## src/rtl/if_id_stage_reg.sv

```systemverilog
// IF/ID stage register: PC/instruction with valid/ready, flush and stall counter.
// Define IF_ID_SKID_EN for a 2-entry skid buffer with a registered in_ready.
module if_id_stage_reg #(
  parameter int unsigned PC_WIDTH = 32,
  parameter int unsigned INSTR_WIDTH = 32,
  parameter logic [INSTR_WIDTH-1:0] NOP_INSTR = 32'h0000_0013,
  parameter int unsigned CNT_WIDTH = 16
) (
  input  logic                   clock,
  input  logic                   reset,
  input  logic                   in_valid,
  output logic                   in_ready,
  input  logic [PC_WIDTH-1:0]    in_pc,
  input  logic [INSTR_WIDTH-1:0] in_instr,
  input  logic                   flush,
  output logic                   out_valid,
  input  logic                   out_ready,
  output logic [PC_WIDTH-1:0]    out_pc,
  output logic [INSTR_WIDTH-1:0] out_instr,
  output logic [CNT_WIDTH-1:0]   stall_count
);

  typedef enum logic [1:0] {
    EMPTY = 2'd0,
    ONE   = 2'd1,
    TWO   = 2'd2
  } state_t;

  state_t state_q;
  state_t state_d;

  logic [PC_WIDTH-1:0]    main_pc_q;
  logic [INSTR_WIDTH-1:0] main_instr_q;
  logic [CNT_WIDTH-1:0]   cnt_q;

  logic accept;
  logic consume;
  logic go;
  logic stall;
  logic ld_main;
  logic ld_skid;
  logic skid2main;

  assign out_valid = (state_q != EMPTY);
  assign accept    = in_valid && in_ready;
  assign consume   = out_valid && out_ready;
  assign go        = !flush;
  assign stall     = out_valid && !out_ready && !flush;

  assign out_pc      = out_valid ? main_pc_q : '0;
  assign out_instr   = out_valid ? main_instr_q : NOP_INSTR;
  assign stall_count = cnt_q;

  always_comb begin
    state_d   = state_q;
    ld_main   = 1'b0;
    ld_skid   = 1'b0;
    skid2main = 1'b0;
    unique case (1'b1)
      flush: begin
        state_d = EMPTY;
      end
      go && (state_q == EMPTY) && accept: begin
        state_d = ONE;
        ld_main = 1'b1;
      end
      go && (state_q == ONE) && accept && consume: begin
        ld_main = 1'b1;
      end
`ifdef IF_ID_SKID_EN
      go && (state_q == ONE) && accept && !consume: begin
        state_d = TWO;
        ld_skid = 1'b1;
      end
      go && (state_q == TWO) && consume: begin
        state_d   = ONE;
        skid2main = 1'b1;
      end
`endif
      go && (state_q == ONE) && consume && !accept: begin
        state_d = EMPTY;
      end
      default: begin
      end
    endcase
  end

  always_ff @(posedge clock or negedge reset) begin
    if (!reset) begin
      state_q <= EMPTY;
    end else begin
      state_q <= state_d;
    end
  end

  always_ff @(posedge clock or negedge reset) begin
    if (!reset) begin
      cnt_q <= '0;
    end else if (stall && (cnt_q != '1)) begin
      cnt_q <= cnt_q + 1'b1;
    end
  end

`ifdef IF_ID_SKID_EN
  logic [PC_WIDTH-1:0]    skid_pc_q;
  logic [INSTR_WIDTH-1:0] skid_instr_q;
  logic                   ready_q;

  // Ready is a pure flop so decode back-pressure never reaches fetch combinationally.
  assign in_ready = ready_q;

  always_ff @(posedge clock or negedge reset) begin
    if (!reset) begin
      ready_q <= 1'b1;
    end else begin
      ready_q <= (state_d != TWO);
    end
  end

  always_ff @(posedge clock or negedge reset) begin
    if (!reset) begin
      main_pc_q    <= '0;
      main_instr_q <= NOP_INSTR;
      skid_pc_q    <= '0;
      skid_instr_q <= NOP_INSTR;
    end else begin
      if (ld_main) begin
        main_pc_q    <= in_pc;
        main_instr_q <= in_instr;
      end else if (skid2main) begin
        main_pc_q    <= skid_pc_q;
        main_instr_q <= skid_instr_q;
      end
      if (ld_skid) begin
        skid_pc_q    <= in_pc;
        skid_instr_q <= in_instr;
      end
    end
  end
`else
  assign in_ready = !out_valid || out_ready;

  always_ff @(posedge clock or negedge reset) begin
    if (!reset) begin
      main_pc_q    <= '0;
      main_instr_q <= NOP_INSTR;
    end else if (ld_main) begin
      main_pc_q    <= in_pc;
      main_instr_q <= in_instr;
    end
  end

  logic unused_skid;
  assign unused_skid = ld_skid | skid2main;
`endif

endmodule

```

## config.mk

```make
export PLATFORM = sky130hd
export DESIGN_NAME = if_id_stage_reg
export DESIGN_NICKNAME = d
export VERILOG_FILES = /design/src/rtl/if_id_stage_reg.sv
export SDC_FILE = /design/constraint.sdc
export NUM_CORES = 1
export LEC_CHECK = 0
export CORE_MARGIN = 2
export CORE_UTILIZATION = 39
export CTS_CLUSTER_SIZE = 14
export DETAILED_ROUTE_END_ITERATION = 16
export PLACE_DENSITY = 0.77
export SYNTH_ARGS = -nofsm -noshare
export SYNTH_HDL_FRONTEND = slang
export SYNTH_SLANG_ARGS = --single-unit
```

## constraint.sdc

```tcl
create_clock -name clock -period 1.6 [get_ports clock]
set_clock_uncertainty 0.15 [all_clocks]
set_input_delay 0.32 -clock clock [delete_from_list [all_inputs] [get_ports clock]]
set_output_delay 0.32 -clock clock [all_outputs]
set_load 0.005 [all_outputs]
```

Word level (Yosys, flattened, before mapping)
Cells that the tools add are included.
Widths: inputs -> output; s select.
- register bits after elaboration: 82
- output and inout bits: 82
- add/sub/neg operators: 1
- equality and inequality tests: 2
- multiplexer cells: 4
- reduce and logical (&&, ||, !) cells: 22
- operators by type and width (kind ; number):
    $mux 32 ; 2
    $add 16x1->16 const B ; 1
    $ne 16x16->1 const B ; 1
    $logic_and 1x1->1 ; 12
    $logic_not 1->1 ; 4
    $pmux 2 s2 ; 1
    $reduce_bool 2->1 ; 2
    $reduce_or 2->1 ; 2
    $eq 2x1->1 const B ; 1
    $logic_not 2->1 ; 1
    $logic_or 1x1->1 ; 1
    $mux 1 ; 1

Longest topological paths before layout
Gate-level depths: netlist of the first run.
- depth in word-level cells: 8
- mapped depth: 5
- depth with buffers taken out: 5

Worst setup path before layout of the first run
Ideal clock, no wire load.
- path type: register -> register
- start point: register cnt_q[0] (netlist: stall_count[0])
- end point: register cnt_q[1] (netlist: stall_count[1])
- setup time: 125 ps
- arrival time: 1525 ps
- required time: 1325 ps
- setup slack: -200 ps
- cell stages (with the launch flop): 6
- path buffers: 0
- period minus slack after synthesis: 1800 ps
- cells stage by stage: dfrtp_1 -> ha_1 -> nand3_1 -> nor4_4 -> nor2_2 -> mux2_4
- word-level cells in the longest chain between the ends: 2
- elaborated cells on any way between the ends: 3
- those cells by class: add/sub (1); eq/ne (1); reduce/logical (1)
- RTL lines (element ; line ; text):
    start, declared ; 34 ; logic [CNT_WIDTH-1:0] cnt_q;
    start signal, assigned ; 100 ; cnt_q <= cnt_q + 1'b1;
    branches (longest 2 deep; another with $add 16x1->16) ; -- ;
Several ways; the timed one is not identified.
A chain may end at the register's enable or synchronous reset.

Final worst setup path of the first run
- start point: register state_q[0]
- end point: register main_instr_q[3]
- word-level cells in the longest chain between the ends: 8
- elaborated cells on any way between the ends: 14
- those cells by class: eq/ne (1); mux (1); reduce/logical (12)
- RTL lines (element ; line ; text):
    start, declared ; 29 ; state_t state_q;
    start signal, assigned ; 92 ; state_q <= state_d;
    $reduce_bool 2->1 ; 44 ; assign out_valid = (state_q != EMPTY);
    $logic_not 1->1 ; 141 ; assign in_ready = !out_valid || out_ready;
    $logic_or 1x1->1 ; 141 ;
    $logic_and 1x1->1 ; 45 ; assign accept = in_valid && in_ready;
    $logic_and 1x1->1 (2 in a row) ; 67 ; go && (state_q == ONE) && accept && consume: begin
    $reduce_or 2->1 (no source line) * ; -- ;
    $mux 1 * ; 59 ; unique case (1'b1)
    end signal, assigned ; 149 ; main_instr_q <= in_instr;
    end, declared ; 33 ; logic [INSTR_WIDTH-1:0] main_instr_q;
Every way passes the cells marked *; elsewhere a longest branch is shown, timed or not.

==> out/results.md, run 1 <==
| Group | Metric | This run |
| --- | --- | --- |
| run status | Status | complete, but fails checks |
| run status | Violations in the final reports | negative setup slack |
| finish | Multi-input gate area in the final layout | 2140 sq um |
| finish | Share of post-route cells with drive strength above 1 | 63.4% |
| sta | Max_slew headroom | 76.1% |
| logic synthesis | Synth Warn # | 0 |
| logic synthesis | Synthesized net count | 352 |
| place | Post-detailed-placement half-perimeter wirelength | 6560 um |
| sta | Final setup vio count | 147 |
| floorplanning | Die Area | 10,100 sq um |
| global routing | Via count of the first global-routing pass | 3,482 |
| finish | Design Area, Final | 7080 sq um |
| sta | Slew of the pin with the lowest slew margin | 358 ps |
| sta | Max-slew violation count | 0 |
| place | Cell area after placement | 5710 sq um |
| logic synthesis | Most used standard cell by instance count after synthesis | dfrtp_1 |
| sta | RSZ-0062 raised after global routing | true |
| floorplanning | Number of rows in the core area | 35 |
| clock tree | CTS buffer count | 9 |
| floorplanning | Starting utilization of the core area | 39.8% |
| logic synthesis | Count of cell types in the netlist | 30 |
| place | Port Buffer Count | 150 |
| sta | Setup TNS Final | -48,300 ps |
| finish | Post-synthesis to final-layout area growth | 94.2% |
| logic synthesis | Synthesized-area fraction occupied by xor and xnor cells | 3.36% |
| clock tree | Clk Tree Root Cell | clkbuf_8 |
| detailed routing | Vias after detailed routing | 3,177 |
| finish | Net total in the final layout | 592 |
| finish | Utilization of the core after routing | 77.4% |
| power and ir drop | Total chip power | 5.95 mW |
| global routing | Global Route Usage Sum | 24.5% |
| detailed routing | Routed via count divided by cell count | 4.98 |
| power and ir drop | Pwr dens | 840 nW/um^2 |
| power and ir drop | Leakage power | 3.41 nW |
| clock tree | Count of clock tree sinks | 81 |
| setup path | CP arrival | 2100 ps |
| logic synthesis | Post-synthesis instance area | 3650 sq um |
| logic synthesis | Top cell types by occurrence after synthesis | dfrtp_1, mux2_2, and2_1 |
| place | Place WS | -592 ps |
| floorplanning | CORE AREA | 9150 sq um |
| logic synthesis | Dominant synthesized flop cell | dfrtp_1 |
| setup path | Critical Path Source Type | flop |
| detailed routing | Iteration-0 DRC count of the detailed router | 69 |
| finish | Post-layout instance count excluding filler cells | 638 |
| floorplanning | Chip height | 101 um |
| floorplanning | Die outline width | 101 um |
| logic synthesis | Cell count after synthesis | 282 |
| detailed routing | Total wirelength of the detailed-routed design | 12,900 um |
| detailed routing | DRC | 0 |
| power and ir drop | Maximum VDD drop | 0.707 mV |
| logic synthesis | Leading area contributor after synthesis | dfrtp_1 |
| logic synthesis | Async S/R FF share, synth | 100% |
| logic synthesis | Simple-gate area share of the yosys netlist | 18.5% |
| sta | Clock period minus worst slack | 2030 ps |
| detailed routing | Detail Route Antenna Nets | 0 |
| sta | Worst-case setup margin in the final layout | -433 ps |
| logic synthesis | Flop and latch count out of synthesis | 81 |
| finish | Flip-flop and latch area | 2030 sq um |
| logic synthesis | Post-synthesis compound-gate area fraction | 0.172% |
| clock tree | Depth of the CTS H-tree | 3 |
| sta | Number of failing hold endpoints at the final stage | 0 |
| logic synthesis | Top-area cell type share of the netlist area | 53.5% |
| clock tree | TritonCTS clock tree | built |
| clock tree | Maximum count of clock buffers along a single path | 2 |
| setup path | Crit path capture type | flop |
| detailed routing | Length of the first detailed-routing pass in iterations | 4 |
| setup path | Worst EP required | 1670 ps |
| logic synthesis | Top post-synthesis cells by area | dfrtp_1, mux2_2, and2_1 |
| setup path | Crit Path Max Fanout | 15 |
| finish | Filler cell count | 543 |
| hold path | Hold WC Path Type | input pin to async pin |
| sta | Maximum frequency from static timing analysis | 0.492 GHz |
| sta | Final Cycle Share | 127% |
| clock tree | Worst-skew pair later-pin latency | 340 ps |
| logic synthesis | Number of flops mapped to enable cells by yosys | 0 |
| detailed routing | WL per Instance | 20.2 um |
| global routing | Largest net degree at the start of global routing | 26 |
| finish | Diode count | 0 |
| logic synthesis | Proportion of synthesized chip area in sequential cells | 55.7% |
| global routing | Antenna violations before repair | 0 |
| logic synthesis | Multiplexer share of the synthesized area | 20.2% |
| logic synthesis | Average cell area after synthesis | 12.9 sq um |
| place | Inst Count DP | 566 |
| sta | Final-layout worst hold slack | 276 ps |
| logic synthesis | Largest family of logic cells by synthesized area | multiplexers |
| place | GP Congestion | 0.780 |
| floorplanning | Top-level port count | 151 |
| setup path | Worst setup path category | flop to flop |
| logic synthesis | Arithmetic-cell share of the synthesized area counting full adders, half adders and majority gates | 0.343% |
| global routing | Grt ovf | 0 |
| job | # Max-Cap Violations | 0 |
| clock tree | Clock-pin slew on the worst setup and hold paths | 90 ps |
| global routing | Wire length of the first global-routing pass | 18,700 um |
==> state kept, by name (all words and copies together) (netlist names) <==
register and cells:
state_q 1, main_instr_q 32, main_pc_q 32, stall_count 16
==> worst paths after layout <==
path,start,endpoint,slack (ps),cells past startpoint
setup / recovery,state_q[0],main_instr_q[3],-430,7
hold reg to reg,main_pc_q[16],main_pc_q[16],360,1
min in group clock,main_pc_q[16],main_pc_q[16],360,1
max in group asynchronous,reset,main_instr_q[4],480,3
hold / removal,reset,stall_count[6],280,2
setup reg to reg,state_q[0],main_instr_q[3],-430,7
==> where the power goes <==
group / leakage (nW) / switching, mW / total (mW) / internal [mW]
Sequential: 0.978 / 0.217 / 2.60 / 2.38
Clock: 0.0888 / 0.747 / 1.51 / 0.766
Combinational: 2.34 / 0.574 / 1.83 / 1.26
Total: 3.41 / 1.54 / 5.95 / 4.41
==> layer usage <==
| layer | track usage [%] | wire (um) | share of wire, % | up-vias |
|---|---|---|---|---|
| met1 | 30.3 | 5310 | 41 | 1605 |
| met5 | 0 | 0 | 0 | - |
| met2 | 42.9 | 6660 | 52 | 122 |
| met3 | 5.13 | 714 | 5.5 | 20 |
| li1 | - | - | - | 1430 |
| met4 | 7.48 | 222 | 1.7 | 0 |
==> kinds of logic after synthesis <==
logic type | after synthesis
xor+xnor | 14
compound gates | 1
mux | 65
buf+inv | 15
flops | 81
simple gates | 105
fa+ha+maj | 1
==> worst max-delay path, cell delays in order (launching register included) <==
cell and delay (ps):
dfrtp_2 470, buf_6 140, buf_6 100, nor2b_4 130
nor3b_4 220, buf_12 190, buf_16 180, mux2_4 310
==> cells in the final DEF (no fill, tap or decap), types with 4 or more instances in the layout <==
cell | synthesis | routed
clkbuf_8 | 0 | 10
nand2b_4 | 0 | 4
and2_4 | 0 | 52
xor2_1 | 13 | 13
clkbuf_2 | 0 | 18
dfrtp_1 | 78 | 77
clkdlybuf4s50_1 | 0 | 67
nor2_1 | 6 | 4
buf_16 | 0 | 8
buf_4 | 0 | 41
clkdlybuf4s15_1 | 0 | 5
nor3_4 | 0 | 4
buf_2 | 7 | 10
nand2_1 | 5 | 5
buf_12 | 0 | 9
nor4_4 | 1 | 4
and2_1 | 62 | 10
buf_6 | 0 | 80
mux2_4 | 1 | 65
==> layout make-up <==
| cell class | count | share of cell area, % |
|---|---|---|
| repair buffers | 243 | 36.3 |
| inverters | 1 | 0.0530 |
| well taps | 111 | 1.96 |
| clock buffers | 12 | 2.05 |
| multi-input cells | 186 | 30.2 |
| flip-flops and latches | 81 | 28.7 |
| clock inverters | 4 | 0.742 |
==> repair_timing <==
item / 4_1_cts / 5_1_grt
hold buffers: 1 / 0
buffers inserted: 38 / 13
endpoints found under the setup margin: 161 / 158
resized for setup: 408 / 108
gates cloned: 8 / 3
endpoints found under the hold margin: 20 / 0
pin swaps: 19 / 13
Note: power is estimated with default switching activity, not from simulation.
==> run 2, diff against run 1 <==
--- a/config.mk
+++ b/config.mk
@@ -10,6 +10,8 @@
 export CTS_CLUSTER_SIZE = 14
 export DETAILED_ROUTE_END_ITERATION = 16
 export PLACE_DENSITY = 0.77
+export SETUP_SLACK_MARGIN = 0.02
+export SKIP_LAST_GASP = 1
 export SYNTH_ARGS = -nofsm -noshare
 export SYNTH_HDL_FRONTEND = slang
 export SYNTH_SLANG_ARGS = --single-unit
==> out/results.md, run 2 (same netlist as run 1, synthesis figures left out) <==
| Group | Metric | This run | Change |
| --- | --- | --- | --- |
| run status | Status | complete, but fails checks |  |
| run status | Violations in the final reports | negative setup slack |  |
| finish | Utilization of the core after routing | 77.3% | about the same |
| power and ir drop | Sequential share of power | 41.3% | -2.4 points |
| power and ir drop | Pwr dens | 892 nW/um^2 | +6.3% |
| power and ir drop | Net switching fraction of the power | 26.0% | +0.13 points |
| setup path | Worst R2R Setup Slack | -330 ps | +110 ps |
| detailed routing | Total wirelength of the detailed-routed design | 13,200 um | +2.5% |
| sta | Final Cycle Share | 120% | -6.7 points |
| sta | Final setup vio count | 146 | -0.68% |
| finish | Filler cell count | 542 | -0.18% |
| setup path | Worst EP required | 1700 ps | +30 ps |
| place | Inst Count DP | 567 | +0.18% |
| clock tree | Maximum count of clock buffers along a single path | 2 | unchanged |
| power and ir drop | Maximum VDD drop | 0.556 mV | -21% |
| finish | Post-layout instance count excluding filler cells | 633 | -0.78% |
| global routing | Antenna violations before repair | 0 | unchanged |
| detailed routing | Length of the first detailed-routing pass in iterations | 4 | unchanged |
| detailed routing | Detail Route Antenna Nets | 0 | unchanged |
| global routing | Wire length of the first global-routing pass | 18,600 um | -0.33% |
| floorplanning | Die outline width | 101 um | unchanged |
| sta | Max-slew violation count | 0 | unchanged |
| floorplanning | Chip height | 101 um | unchanged |
| global routing | Largest net degree at the start of global routing | 40 | +54% |
| floorplanning | Number of rows in the core area | 35 | unchanged |
| power and ir drop | Fraction of power consumed by combinational cells | 29.2% | -1.6 points |
| sta | Max_slew headroom | 79.4% | +3.3 points |
| clock tree | Clock-pin slew on the worst setup and hold paths | 90 ps | about the same |
| sta | Maximum frequency from static timing analysis | 0.519 GHz | +5.6% |
| floorplanning | CORE AREA | 9150 sq um | unchanged |
| global routing | Global Route Usage Sum | 24.5% | about the same |
| setup path | Crit path capture type | flop |  |
| detailed routing | Vias after detailed routing | 3,194 | +0.54% |
| sta | Clock period minus worst slack | 1930 ps | -108 ps |
| clock tree | CTS buffer count | 9 | unchanged |
| power and ir drop | Leakage power | 3.41 nW | about the same |
| detailed routing | Iteration-0 DRC count of the detailed router | 122 | +77% |
| finish | Commonest non-fill, non-tap cell in the layout | dfrtp_1 |  |
| power and ir drop | Cell-internal power | 4.67 mW | +6.0% |
| sta | Slew of the pin with the lowest slew margin | 306 ps | -52.2 ps |
| job | # Max-Cap Violations | 0 | unchanged |
| detailed routing | DRC | 0 | unchanged |
| setup path | Number of cells traversed by the worst register-to-register path | 6 | -1 |
| setup path | CP arrival | 2020 ps | -80 ps |
| finish | Share of post-route cells with drive strength above 1 | 62.1% | -1.3 points |
| place | GP Congestion | 0.825 | +5.8% |
| power and ir drop | Total chip power | 6.31 mW | +6.2% |
| power and ir drop | Total net switching power | 1.64 mW | +6.7% |
| finish | Net total in the final layout | 587 | -0.84% |
| finish | Post-synthesis to final-layout area growth | 94.1% | about the same |
| finish | Commonest cells after routing, fill and taps aside | dfrtp_1, buf_6, clkdlybuf4s50_1, mux2_4, and2_4 |  |
| setup path | Reg-to-Reg End | stall_count[1] |  |
| finish | Diode count | 0 | unchanged |
| clock tree | Clk Tree Root Cell | clkbuf_8 |  |
| detailed routing | WL per Instance | 20.9 um | +3.3% |
| hold path | Hold WC Path Type | input pin to async pin |  |
| clock tree | Worst-skew pair later-pin latency | 360 ps | +20 ps |
| sta | Number of failing hold endpoints at the final stage | 0 | unchanged |
| floorplanning | Die Area | 10,100 sq um | unchanged |
| clock tree | Count of clock tree sinks | 81 | unchanged |
| setup path | Start of the worst register-to-register path | stall_count[0] |  |
| setup path | Worst setup path category | flop to flop |  |
| sta | Setup TNS Final | -35,360 ps | +12,930 ps |
| setup path | Critical Path Source Type | flop |  |
| sta | Worst-case setup margin in the final layout | -326 ps | +108 ps |
| sta | RSZ-0062 raised after global routing | true |  |
| place | Port Buffer Count | 150 | unchanged |
| clock tree | Depth of the CTS H-tree | 3 | unchanged |
| power and ir drop | Clock network fraction of design power | 29.5% | +4.1 points |
| setup path | Crit Path Max Fanout | 3 | -12 |
| global routing | Grt ovf | 0 | unchanged |
| clock tree | TritonCTS clock tree | built |  |
| global routing | Via count of the first global-routing pass | 3,511 | +0.83% |
| floorplanning | Starting utilization of the core area | 39.8% | unchanged |
| place | Post-detailed-placement half-perimeter wirelength | 7080 um | +8.0% |
| detailed routing | Routed via count divided by cell count | 5.05 | +1.3% |
| floorplanning | Top-level port count | 151 | unchanged |
-- run 2: changes by cell type in the layout (fill, tap and decap cells not counted), sizes merged --
cell	delta
buf	-10
clkbuf	+4
clkdlybuf4s15	-4
clkinv	+3
clkinvlp	-3
bufinv	+2
dlygate4sd2	+2
inv	+1
-- run 2: power groups by stage --
stage	Combinational (mW)	Sequential [mW]	Clock, mW
after floorplan	0.707	2.56	0
after global placement	1.43	2.59	0
after detailed placement	1.48	2.61	0
after CTS	1.66	2.57	1.84
after global routing	1.94	2.64	1.98
final	1.84	2.61	1.86
-- run 2: how the worst max path moves through the flow --
stage / from / end / slack, ps / cells after the start
finish: stall_count[0] / stall_count[1] / -330 / 6
global route: stall_count[0] / stall_count[1] / -370 / 6
CTS: state_q[0] / out_pc[25] / -340 / 4
detailed placement: out_ready / main_pc_q[29] / -520 / 6
global placement: out_ready / main_pc_q[2] / -500 / 6
floorplan: stall_count[0] / stall_count[1] / -160 / 5
-- run 2: critical path: stages (launching register included) --
cell and delay (ps):
dfrtp_1 430, ha_4 190, nand3_4 110, nor4_4 350
buf_4 220, nor2_4 50, mux2_4 300
-- run 2: final cells by class --
type / instances / area (sq um) / area share [%]
Clock buffer: 9 / 124 / 1.75
Inverter: 1 / 3.75 / 0.0531
Timing Repair Buffer: 238 / 2510 / 35.5
Tap cell: 111 / 139 / 1.96
Sequential cell: 81 / 2030 / 28.7
Multi-Input combinational cell: 186 / 2150 / 30.4
Clock inverter: 7 / 118 / 1.66
-- run 2: what timing repair did --
item	CTS	global route
endpoints found under the setup margin	162	159
hold buffers	1	0
resized for setup	353	115
buffers inserted	34	15
endpoints found under the hold margin	78	0
cloned	7	4
pin swaps	11	21
-- run 2: metrics by stage --
stage / hold WS [ps] / setup slack, ps / instance area, sq um
6_report: 151 / -326 / 7080
5_1_grt: 158 / -370 / 7080
4_1_cts: 144 / -336 / 6790
3_5_place_dp: -7.89 / -520 / 5880
3_3_place_gp: -7.56 / -499 / 5880
2_1_floorplan: -126 / -162 / 3960
-- run 2: per-layer routing --
layer	GRT usage, %	vias up	wire length [um]
met1	28.5	1597	5170
met2	43.6	144	6940
met3	5.27	33	745
met4	9.80	0	375
met5	0	-	0
li1	-	1420	-
